File: src/rtl/parking_ctrl_v2.sv
// parking_ctrl_v2 -- car park occupancy controller with an hourly university cap.
//
// Purpose:
//   Tracks university and public cars in a shared car park of TOTAL spaces.
//   The number of spaces reserved for university cars (u_cap) follows the
//   simulated hour of day. A free-running cycle counter advances the hour.
//   Entries are judged against the registered vacancies. Exits are judged
//   against the registered counts. Rejected requests raise a one-cycle pulse.
//   Every output is registered, so an event sampled at edge k is visible
//   after edge k.
//
// Ports:
//   clk   in   1  clock, rising edge
//   rst   in   1  synchronous active-high reset
//   ci    in   1  public entry request (one car per high cycle)
//   uci   in   1  university entry request
//   ce    in   1  public exit
//   uce   in   1  university exit
//   upc   out  W  university cars parked
//   pc    out  W  public cars parked
//   uvs   out  W  university vacant spaces
//   vs    out  W  public vacant spaces
//   uivs  out  1  university invalid-request pulse
//   ivs   out  1  public invalid-request pulse
//   hour  out  5  current hour 0..23
//   full  out  1  upc + pc == TOTAL
module parking_ctrl_v2 #(
    parameter int TOTAL           = 700,
    parameter int W               = 11,
    parameter int U_BASE          = 500,
    parameter int U_STEP          = 50,
    parameter int U_MIN           = 200,
    parameter int CYCLES_PER_HOUR = 3600,
    parameter int HOUR_START      = 8
) (
    input  logic         clk,
    input  logic         rst,
    input  logic         ci,
    input  logic         uci,
    input  logic         ce,
    input  logic         uce,
    output logic [W-1:0] upc,
    output logic [W-1:0] pc,
    output logic [W-1:0] uvs,
    output logic [W-1:0] vs,
    output logic         uivs,
    output logic         ivs,
    output logic [4:0]   hour,
    output logic         full
);

    localparam int CW = (CYCLES_PER_HOUR > 1) ? $clog2(CYCLES_PER_HOUR) : 1;

    // University cap as a function of hour: flat in the morning, tapering
    // over 13..15, minimum the rest of the day.
    function automatic int cap_of(input int h);
        if (h >= 8 && h <= 12)       return U_BASE;
        else if (h >= 13 && h <= 15) return U_BASE - U_STEP * (h - 12);
        else                         return U_MIN;
    endfunction

    localparam int RST_CAP = cap_of(HOUR_START);

    logic [W-1:0]  upc_q, upc_d, pc_q, pc_d, uvs_q, uvs_d, vs_q, vs_d;
    logic          uivs_q, uivs_d, ivs_q, ivs_d, full_q, full_d;
    logic [4:0]    hour_q, hour_d;
    logic [CW-1:0] cyc_q, cyc_d;

    logic u_in, u_out, c_in, c_out, last_space;
    int   cap_c, free_c, ua_c, pa_c, umax_c;

    // Time of day
    always_comb begin
        cyc_d  = cyc_q + CW'(1);
        hour_d = hour_q;
        if (cyc_q == CW'(CYCLES_PER_HOUR - 1)) begin
            cyc_d  = '0;
            hour_d = (hour_q == 5'd23) ? 5'd0 : hour_q + 5'd1;
        end
    end

    // Request arbitration and next-state counts
    always_comb begin
        u_in       = uci && (uvs_q != '0);
        u_out      = uce && (upc_q != '0);
        c_out      = ce  && (pc_q  != '0);
        last_space = (int'(upc_q) + int'(pc_q) == TOTAL - 1);
        // On the last free space a university entry wins over a public one.
        c_in       = ci && (vs_q != '0) && !(u_in && last_space);

        uivs_d = (uci && !u_in) || (uce && !u_out);
        ivs_d  = (ci  && !c_in) || (ce  && !c_out);

        upc_d = upc_q + W'(u_in) - W'(u_out);
        pc_d  = pc_q  + W'(c_in) - W'(c_out);
    end

    // Vacancies from next-state counts and hour. Parked cars are never
    // evicted when the cap moves; only the vacancies clamp at zero.
    always_comb begin
        cap_c  = cap_of(int'(hour_d));
        free_c = TOTAL - int'(upc_d) - int'(pc_d);
        umax_c = (cap_c > int'(upc_d)) ? cap_c : int'(upc_d);

        ua_c = cap_c - int'(upc_d);
        if (ua_c < 0)      ua_c = 0;
        if (ua_c > free_c) ua_c = free_c;

        pa_c = TOTAL - umax_c - int'(pc_d);
        if (pa_c < 0)      pa_c = 0;
        if (pa_c > free_c) pa_c = free_c;

        uvs_d  = W'(ua_c);
        vs_d   = W'(pa_c);
        full_d = (free_c == 0);
    end

    always_ff @(posedge clk) begin
        if (rst) begin
            upc_q  <= '0;
            pc_q   <= '0;
            uvs_q  <= W'(RST_CAP);
            vs_q   <= W'(TOTAL - RST_CAP);
            uivs_q <= 1'b0;
            ivs_q  <= 1'b0;
            full_q <= 1'b0;
            hour_q <= 5'(HOUR_START);
            cyc_q  <= '0;
        end else begin
            upc_q  <= upc_d;
            pc_q   <= pc_d;
            uvs_q  <= uvs_d;
            vs_q   <= vs_d;
            uivs_q <= uivs_d;
            ivs_q  <= ivs_d;
            full_q <= full_d;
            hour_q <= hour_d;
            cyc_q  <= cyc_d;
        end
    end

    assign upc  = upc_q;
    assign pc   = pc_q;
    assign uvs  = uvs_q;
    assign vs   = vs_q;
    assign uivs = uivs_q;
    assign ivs  = ivs_q;
    assign full = full_q;
    assign hour = hour_q;

endmodule

File: config.mk
export PLATFORM = sky130hd
export DESIGN_NAME = parking_ctrl_v2
export DESIGN_NICKNAME = d
export VERILOG_FILES = /design/src/rtl/parking_ctrl_v2.sv
export SDC_FILE = /design/constraint.sdc
export NUM_CORES = 1
export LEC_CHECK = 0
export CAP_MARGIN = 20
export CORE_ASPECT_RATIO = 0.5
export CORE_MARGIN = 3
export CORE_UTILIZATION = 25
export CTS_CLUSTER_SIZE = 8
export DETAILED_ROUTE_END_ITERATION = 7
export GPL_TIMING_DRIVEN = 1
export PLACE_DENSITY_LB_ADDON = 0.15
export SYNTH_ARGS = -nofsm -noshare
export SYNTH_HDL_FRONTEND = slang
export SYNTH_SLANG_ARGS = --single-unit
File: constraint.sdc
create_clock -name clk -period 11.5 [get_ports clk]
set_input_delay 2.3 -clock clk [delete_from_list [all_inputs] [get_ports clk]]
set_output_delay 2.3 -clock clk [all_outputs]
set_load 0.03 [all_outputs]
Word-level counts from Yosys, hierarchy flattened
Index checks and enable logic that the tools add are counted.

Multiply operators: 1. $lt $le $gt $ge: 9. Equal/unequal tests: 3. Mux-type cells: 9. Reductions and logical operators: 25. Add/subtract/negate cells: 14.

Operator list (count): $mux W32 (5); $gt A32 B13 Y1 (2); $lt A32 B1 Y1 const B (2); $sub A32 B12 Y32 (2); $reduce_bool A11 Y1 (4); $gt A32 B12 Y1 (1); $logic_not A32 Y1 (1); $sub A11 B32 Y32 const A (1); $add A11 B1 Y11 (2); $mux W11 (2); $sub A11 B1 Y11 (2); $sub A10 B13 Y14 const A (1); $sub A12 B12 Y13 (1); $add A11 B11 Y12 (1); $add A12 B1 Y12 const B (1); $eq A12 B10 Y1 const B (1); $eq A12 B12 Y1 const B (1); $logic_and A1 B1 Y1 (12); $mul A6 B6 Y12 const A (1); $sub A10 B11 Y12 const A (1); $ge A5 B4 Y1 const B (2); $le A5 B4 Y1 const B (2); $mux W5 (2); $sub A5 B4 Y6 const B (1); 5 further kinds (10).

Logic and storage cells: 70. Bits of input ports: 6. Bits in registers: 64. Output and inout port bits: 52.

Longest topological paths before layout
Gate-level depths: netlist of run 1.

Depth after elaboration: 16. Depth in mapped cells: 60. Mapped depth without buffers: 55.

Worst setup path before layout of run 1
No wires, ideal clock.

Path kind: register to register. From: register hour_q[0] (netlist: hour[0]). To: register vs_q[6] (netlist: vs[6]). Arrival: 11.962 ns. Buffers on the path: 3. Library setup time: 0.120 ns. Required time: 11.380 ns. Period minus slack after synthesis: 12.082 ns. Path slack: -0.582 ns. Cell stages (with the launch flop): 59. Path through: dfxtp_1 -> ha_1 -> a21oi_1 -> mux2_2 -> mux2i_2 -> inv_1 -> ha_1 -> ha_1 -> inv_1 -> fa_1 -> inv_1 -> ha_1 -> ha_1 -> ha_1 -> inv_1 -> fa_1 -> or2_2 -> o21bai_1 -> [... 23 more ...] -> a21oi_1 -> nor2_1 -> nor2_1 -> o21bai_1 -> a21oi_1 -> fa_1 -> nor2b_1 -> ha_1 -> nand4_1 -> nor3_1 -> nand4_1 -> or4_1 -> o21ai_0 -> a31oi_1 -> nor4b_1 -> clkbuf_1 -> nor2_1 -> a211o_1.

Longest elaborated chain between the ends: 16. Elaborated cells between the ends (all ways): 23. Classes of those cells: 5 x add/sub; 1 x mul; 7 x order compare; 1 x eq/ne; 7 x mux; 2 x reduce/logical.

Ends and longest elaborated chain: start, declared (line 66) `logic [4:0] hour_q, hour_d;`; start signal, assigned (line 127) `hour_q <= 5'(HOUR_START);`; start signal, assigned (line 137) `hour_q <= hour_d;`; $add A5 B1 Y5 / $eq A5 B5 Y1 (equally long branches) (line 78) `hour_d = (hour_q == 5'd23) ? 5'd0 : hour_q + 5'd1;`; $mux W5 * (line 78); $mux W5 * (line 76) `if (cyc_q == CW'(CYCLES_PER_HOUR - 1)) begin`; via hour_d[3] (line 66); $sub A5 B4 Y6 (line 58) `else if (h >= 13 && h <= 15) return U_BASE - U_STEP * (h - 12);`; $mul A6 B6 Y12 (line 58); $sub A10 B13 Y14 (line 58); $mux W32 (line 58); $mux W32 * (line 57) `if (h >= 8 && h <= 12) return U_BASE;`; $gt A32 B12 Y1 (line 103) `umax_c = (cap_c > int'(upc_d)) ? cap_c : int'(upc_d);`; $mux W32 * (line 103); $sub A11 B32 Y32 * (line 109) `pa_c = TOTAL - umax_c - int'(pc_d);`; $sub A32 B12 Y32 * (line 109); $lt A32 B1 Y1 (line 110) `if (pa_c < 0) pa_c = 0;`; $mux W32 * (line 110); $gt A32 B13 Y1 (line 111) `if (pa_c > free_c) pa_c = free_c;`; $mux W11 * (line 111); end signal, assigned (line 123) `vs_q <= W'(TOTAL - RST_CAP);`; end signal, assigned (line 133) `vs_q <= vs_d;`; end, declared (line 64) `logic [W-1:0] upc_q, upc_d, pc_q, pc_d, uvs_q, uvs_d, vs_q, vs_d;`.

The timed path passes the listed nets; every way through them passes the cells marked *. A chain may end at the register's enable or synchronous reset.

Worst setup path in the final report of run 1
From: input port uce. To: register vs_q[6] (netlist: vs[6]).

Longest elaborated chain between the ends: 10. Elaborated cells between the ends (all ways): 12. Classes of those cells: 5 x add/sub; 3 x order compare; 3 x mux; 1 x reduce/logical.

Ends and longest elaborated chain: start, declared (line 41) `input logic uce,`; $logic_and A1 B1 Y1 * (line 85) `u_out = uce && (upc_q != '0);`; $sub A11 B1 Y11 * (line 94) `upc_d = upc_q + W'(u_in) - W'(u_out);`; $gt A32 B12 Y1 (line 103); $mux W32 (line 103); $sub A11 B32 Y32 (line 109); $sub A32 B12 Y32 (line 109); $lt A32 B1 Y1 (line 110); $mux W32 (line 110); $gt A32 B13 Y1 (line 111); $mux W11 * (line 111).

Every way passes the cells marked *; elsewhere a longest branch is shown, timed or not.

==> flow_summary.toml, run 1 <==
[floorplan]
initial_core_util_pct = 25.7
core_sq_um = 33500
die_area_sq_um = 36800
die_w_um = 268
ios = 58
row_count = 47
die_h_um = 137

[yosys]
syn_area_sq_um = 8610
ys_seq_area_share_pct = 14.9
synth-async-reset-ratio_pct = 0
synth-edff-count = 0
synth_cell_type_count = 84
synth_area_per_cell_sq_um = 8.10
dominantRegCellSynth = "dfxtp_1"
yosys_warnings = 0
ys_ff_latch = 64
syn_inst = 1063

[layout]
final_cell_mix = "ha_1 (155), buf_4 (145), inv_1 (107)"
area_growth_pct = 33.3
fin_nets = 1449
final_cell_area_sq_um = 11500
mostFrequentLayoutCell = "ha_1"
final_layout_size_suffix_gt1_share_pct = 21.4
n_antenna_cell = 0

[cts]
cts_buffer_depth = 2
root_buffer = "clkbuf_16"
htree_levels = 3
clock_latency_ns = 0.35
cts_tree = "yes"
cts.reportedPaths.clkPinSlew_ns = 0.05
cts_buffers = 9
clock_sinks = 64

[grt]
antenna_found_initial = 0
grt_use_met2_pct = 25.5
grt_pass1_wl_um = 44400
use_met3_pct = 2.71
overflow = 0
grt.met1_usage_pct = 22.0
grt_usage_pct = 15.7
grt_pass1_vias = 8057
grt_busiest_layer = "met2"
grt_max_degree = 43

[route]
vias = 8212
detail-route-antenna-nets = 0
wl_per_cell_um = 17.0
drtPass1Iterations = 5
via_per_inst = 4.82
drt_wl_total_um = 28900
drc = 0
first_iter_violations = 402

[timing]
post-route-min-period_ns = 11.03
fin_crit_sh_pct = 95.9
setup_viol = 0
finClkSkew_ns = 0.0117
tightest_slew_ns = 0.897
drv_slew = 0
fmax_mhz = 90.7
whs_ns = 0.421
hold_viol = 0
slew_headroom_pct = 39.8

[critical_path]
regToRegStartpoint = "cyc_q[7]"
cp.arrival_ns = 11.26
startpoint = "uce"
crit_type = "input port to flop"
path_buf_inv = 12
critPathTopFamily = "compound AO/OA/AOI/OAI gates"
critical_path_required_ns = 11.73
slowest_stage = "a311o_2"
cp_max_fo = 8
startpoint_type = "input port"
endpoint_kind = "flop"
crit_top_cell = "buf_4"
cp_slowest_stage_delay_ns = 0.41

[hold_path]
min_path_type = "flop to flop"
holdCritStartpoint = "cyc_q[0]"

[flow_run]
cap_viol_max_count = 0

[status]
status = "finished clean"

[placed_design]
placed_area_sq_um = 10600
gp_congestion = 0.879
numPortBuffers = 57
dp_hpwl_um = 23900
## cells by family after synthesis
kind of cell,after synthesis,share of synthesized area [%]
compound gates,241,19.2
xor+xnor,79,8.43
fa+ha+maj,187,28.2
flops,64,14.9
mux,20,2.59
other cells,1,0.0436
buf+inv,141,6.64
simple gates,330,19.9
## synthesized netlist by cell type, drive strengths merged (7+ instances only)
library cell / count / area, sq um
a31o: 7 / 61.3
ha: 175 / 2190
and3: 7 / 43.8
nor3: 25 / 125
a21o: 25 / 188
a211oi: 9 / 77.6
and2: 19 / 119
mux2i: 14 / 144
dfxtp: 64 / 1280
fa: 12 / 240
o211ai: 9 / 67.6
nor2: 90 / 345
nand4: 17 / 106
o21bai: 19 / 143
o21ai: 38 / 201
a31oi: 9 / 56.3
nand3: 29 / 150
nor4: 12 / 75.1
nor2b: 18 / 113
xor2: 27 / 251
nand2: 65 / 244
a21oi: 67 / 335
clkbuf: 13 / 48.8
xnor2: 52 / 474
inv: 114 / 428
o21a: 7 / 52.6
buf: 13 / 91.3
## metrics by stage
| stage | util [%] | setup TNS, ns | cells | setup WS, ns |
|---|---|---|---|---|
| after floorplan | - | 0 | 1066 | 0.0195 |
| after global placement | 31.8 | -3.09 | 1668 | -0.368 |
| after detailed placement | 31.8 | -5.54 | 1668 | -0.586 |
| after CTS | 33.2 | 0 | 1691 | 0.00764 |
| after global routing | 34.3 | -0.0357 | 1702 | -0.0233 |
| final | 34.3 | 0 | 1702 | 0.474 |
## timing repair
action	in CTS	in global routing
buffers inserted	7	11
endpoints found under the setup margin	11	11
pin swaps	30	42
resized for setup	28	54
hold buffers	0	0
## path summary, 6_finish.rpt
kind,cells after the start,slack [ns],endpoint
min,1,0.42,cyc_q[0]
min reg2reg,1,0.42,cyc_q[0]
max,49,0.47,vs[6]
max reg2reg,54,0.51,vs[6]
## sequential cells by signal, summed over array words and instances (netlist names)
name and cells:
uvs 11, full 1, vs 11, uivs 1, upc 11, hour 5, pc 11, cyc_q 12
ivs 1
## area by class of cell
| cell class | count | area [sq um] |
|---|---|---|
| Clock buffer | 13 | 250 |
| Clock inverter | 3 | 65.1 |
| Fill cell | 3472 | 22000 |
| Inverter | 115 | 432 |
| Multi-Input combinational cell | 861 | 7200 |
| Sequential cell | 64 | 1290 |
| Tap cell | 441 | 552 |
| Timing Repair Buffer | 205 | 1690 |
## layer usage
layer | share of wire (%) | vias up
met1 | 51 | 3875
met2 | 45 | 133
met5 | 0 | -
met4 | 1.1 | 0
met3 | 3.6 | 25
li1 | - | 4179
Power of run 1 is left out: the tool's default activity adds up to more than one toggle a clock period on the data nets, which glitch-free logic cannot reach.
==> inputs of run 2 (changes only) <==
- CTS_BUF_LIST: unset -> sky130_fd_sc_hd__clkbuf_8
==> run 2 against run 1 <==
Compared with the run above: critical path depth grew 1; first-iteration DRC count grew 16%; clock skew grew 0.0049 ns; sequential share of layout area is essentially flat; sequential cell count is the same; clock-buffer cell count shrank 3; setup slack gained 0.053 ns; largest cell class unchanged.
==> flow_summary.toml, run 2 (synthesis results as in run 1) <==
[floorplan]
die_area_sq_um = 36800
initial_core_util_pct = 25.7
ios = 58
core_sq_um = 33500
die_w_um = 268
die_h_um = 137
row_count = 47

[layout]
mostFrequentLayoutCell = "ha_1"
top_register = "cyc_q"
n_antenna_cell = 0
final-seq-area_sq_um = 1290
multiInputGateArea_sq_um = 7270
final_layout_size_suffix_gt1_share_pct = 22.2
fillers = 3486
area_growth_pct = 33.4
largest_register_ffs = 12
final_cell_mix = "ha_1 (154), buf_4 (146), inv_1 (106)"
fin_nets = 1452

[grt]
grt_pass1_wl_um = 44300
grt_usage_pct = 15.7
antenna_found_initial = 0
overflow = 0
grt_max_degree = 43
grt_pass1_vias = 8046

[route]
wl_met3_um = 941
first_iter_violations = 465
wl_per_cell_um = 17.0
maxUsedRoutingLayer = "met4"
dr_wl_met2_um = 12900
drtPass1Iterations = 5
via_per_inst = 4.82
detail-route-antenna-nets = 0
drt_wl_total_um = 29000
drt-met1-wl_um = 14700
vias = 8214
drc = 0

[timing]
slew_headroom_pct = 39.0
whs_ns = 0.423
finClkSkew_ns = 0.0166
post-route-min-period_ns = 10.97
fmax_mhz = 91.1
setup_viol = 0
fin_crit_sh_pct = 95.4
hold_viol = 0
drv_slew = 0
fin_tns_setup_ns = 0
tightest_slew_ns = 0.909

[cts]
htree_levels = 3
cts_buffers = 9
cts_buffer_depth = 2
cts_tree = "yes"
clock_sinks = 64
clock_latency_ns = 0.39
cts.reportedPaths.clkPinSlew_ns = 0.08
hold_buffers = 0
root_buffer = "clkbuf_8"

[critical_path]
slowest_stage = "fa_1"
endpoint_kind = "flop"
crit_type = "input port to flop"
startpoint_type = "input port"
cp_max_fo = 7
critical_path_required_ns = 11.79
cp_slowest_stage_delay_ns = 0.42
cp.arrival_ns = 11.27
crit_top_cell = "buf_4"

[placed_design]
gp_congestion = 0.879
numPortBuffers = 57
dp_hpwl_um = 23900

[hold_path]
min_path_type = "flop to flop"

[status]
status = "finished clean"

[flow_run]
cap_viol_max_count = 0
-- run 2: cell count changes in the layout (fill, tap and decap cells not counted), sizes merged --
| cell | before | now |
|---|---|---|
| buf | 149 | 153 |
| clkbuf | 14 | 10 |
| inv | 114 | 117 |
-- run 2: path summary, 6_finish.rpt --
kind,from,endpoint,slack [ns],cells after the start
min,cyc_q[0],cyc_q[0],0.42,1
min reg2reg,cyc_q[0],cyc_q[0],0.42,1
max,uce,vs[1],0.53,50
max reg2reg,cyc_q[7],vs[1],0.64,55
-- run 2: final cells by class --
class	count	share of cell area, %
tap	441	4.81
timing repair buffer	208	15.0
clock inverter	6	0.665
clock buffer	10	1.20
sequential	64	11.2
multi-input combinational	861	63.4
inverter	115	3.76
-- run 2: per-layer routing --
layer / vias up / global-route usage (%)
met5: - / 0
met4: 0 / 3.49
met3: 22 / 2.61
met2: 118 / 25.3
met1: 3894 / 22.0
li1: 4180 / -
-- run 2: per-stage QoR --
step	cells	setup WS [ns]	area, sq um	utilization, %
after floorplan	1066	0.0195	8690	-
after global placement	1668	-0.368	10600	31.8
after detailed placement	1668	-0.586	10600	31.8
after CTS	1690	0.0155	11000	32.8
after global routing	1705	-0.0325	11500	34.3
final	1705	0.528	11500	34.3
-- run 2: critical path, delay by kind of cell --
| kind | cells | cell delay (ns) |
|---|---|---|
| mux | 1 | 0.14 |
| simple gates | 9 | 1.35 |
| compound gates | 17 | 3.04 |
| xor+xnor | 3 | 0.63 |
| buf+inv | 11 | 1.31 |
| fa+ha+maj | 9 | 2.46 |
-- run 2: what timing repair did --
| action | CTS | global route |
|---|---|---|
| pin swaps | 19 | 59 |
| setup endpoints to repair | 11 | 11 |
| gates resized for setup | 18 | 79 |
| setup buffers | 6 | 17 |
Power of run 2 is left out for the same reason.
==> inputs of run 3 (changes only) <==
- RECOVER_POWER: unset -> 25
- TNS_END_PERCENT: unset -> 1
==> run 3 against run 2 <==
Compared with the run above: critical path depth is the same; register-to-register slack is essentially flat; wire length is essentially flat; first-iteration DRC count shrank 5.8%; clock skew shrank 0.00053 ns; via count grew 0.39%; sequential share of layout area is essentially flat; critical path type unchanged; critical endpoint unchanged; clock-buffer cell count is the same.
==> flow_summary.toml, run 3 (synthesis results as in run 1) <==
[timing]
slew_headroom_pct = 37.6
hold_viol = 0
finClkSkew_ns = 0.0160
post-route-min-period_ns = 10.97
fin_crit_sh_pct = 95.4
drv_slew = 0
tightest_slew_ns = 0.924
fmax_mhz = 91.1
setup_viol = 0
setup_ws_ns = 0.525
fin_tns_setup_ns = 0

[grt]
grt_pass1_vias = 8046
grt_pass1_wl_um = 44300
overflow = 0
antenna_found_initial = 0
grt_max_degree = 43
grt_usage_pct = 15.7

[layout]
n_antenna_cell = 0
final_util_pct = 34.3
final_layout_size_suffix_gt1_share_pct = 22.2
area_growth_pct = 33.4
mostFrequentLayoutCell = "ha_1"
final_cell_mix = "ha_1 (154), buf_4 (144), inv_1 (106)"
final_cell_area_sq_um = 11500
fin_nets = 1452
largest_register_ffs = 12
top_register = "cyc_q"

[critical_path]
startpoint_type = "input port"
worst_r2r_endpoint = "vs[1]"
r2r_slack_ns = 0.63
cp_slowest_stage_delay_ns = 0.42
reg2regPathDepth = 55
cp_max_fo = 7
slowest_stage = "fa_1"
regToRegStartpoint = "cyc_q[7]"
crit_type = "input port to flop"
cp.arrival_ns = 11.27
critical_path_required_ns = 11.79
crit_path_end = "vs[1]"
startpoint = "uce"
endpoint_kind = "flop"
crit_top_cell = "buf_4"

[status]
status = "finished clean"

[route]
drc = 0
detail-route-antenna-nets = 0
drtPass1Iterations = 5
via_per_inst = 4.84
vias = 8246
drt_wl_total_um = 28900
first_iter_violations = 438
wl_per_cell_um = 17.0

[floorplan]
initial_core_util_pct = 25.7
core_sq_um = 33500
ios = 58
die_h_um = 137
row_count = 47
die_area_sq_um = 36800
die_w_um = 268

[placed_design]
pre_cts_ws_ns = -0.586
placed_area_sq_um = 10600
dp_hpwl_um = 23900
numPortBuffers = 57
gp_congestion = 0.879

[hold_path]
min_path_type = "flop to flop"

[cts]
cts_buffers = 9
cts_tree = "yes"
cts_buffer_depth = 2
clock_latency_ns = 0.39
htree_levels = 3
root_buffer = "clkbuf_8"
clock_sinks = 64
cts.reportedPaths.clkPinSlew_ns = 0.08

[flow_run]
cap_viol_max_count = 0
[run 3: changes by cell type in the layout (fill, tap and decap cells not counted), sizes merged]
cell | previous run | this run
buf | 153 | 151
clkbuf | 10 | 12
clkdlybuf4s50 | 54 | 47
dlygate4sd3 | 0 | 7
[run 3: routing by layer]
layer  global-route usage (%)  vias to the layer above  wire, um
li1                         -                     4186         -
met1                     22.0                     3899     14600
met2                     25.3                      141     12900
met3                     2.61                       20      1070
met4                     3.49                        0       369
met5                        0                        -         0
[run 3: cell type report]
| type | count | area, sq um |
|---|---|---|
| clock buffers | 10 | 138 |
| inverters | 115 | 432 |
| repair buffers | 208 | 1720 |
| clock inverters | 6 | 76.3 |
| fillers | 3485 | 22000 |
| multi-input cells | 861 | 7270 |
| well taps | 441 | 552 |
| flip-flops and latches | 64 | 1290 |
[run 3: metrics by stage]
stage          hold WS [ns]  instances
2_1_floorplan         0.418       1066
3_3_place_gp          0.431       1668
3_5_place_dp          0.446       1668
4_1_cts               0.465       1690
5_1_grt               0.443       1705
6_report              0.423       1705
[run 3: how the worst min path moves through the flow]
| stage | from | endpoint | slack (ns) | cells past startpoint |
|---|---|---|---|---|
| 3_5_place_dp | cyc_q[0] | cyc_q[0] | 0.45 | 1 |
| 4_1_cts | cyc_q[0] | cyc_q[0] | 0.47 | 1 |
| 2_1_floorplan | cyc_q[0] | cyc_q[0] | 0.42 | 1 |
| 6_report | cyc_q[0] | cyc_q[0] | 0.42 | 1 |
| 3_3_place_gp | cyc_q[0] | cyc_q[0] | 0.43 | 1 |
| 5_1_grt | cyc_q[0] | cyc_q[0] | 0.44 | 1 |
[run 3: repair_timing]
item,CTS,global route
buffers inserted,6,17
hold buffers,0,0
gates cloned,0,0
endpoints found under the setup margin,11,11
gates resized for setup,18,79
pin swaps,19,59
[run 3: worst max-delay path, delay by kind of cell]
kind,cells,cell delay [ns]
and+or+nand+nor,9,1.35
AOI/OAI and AO/OA,17,3.04
buffers and inverters,11,1.31
muxes,1,0.14
xor gates and xnor gates,3,0.63
adders and majority gates,9,2.46
Power of run 3 is left out for the same reason.
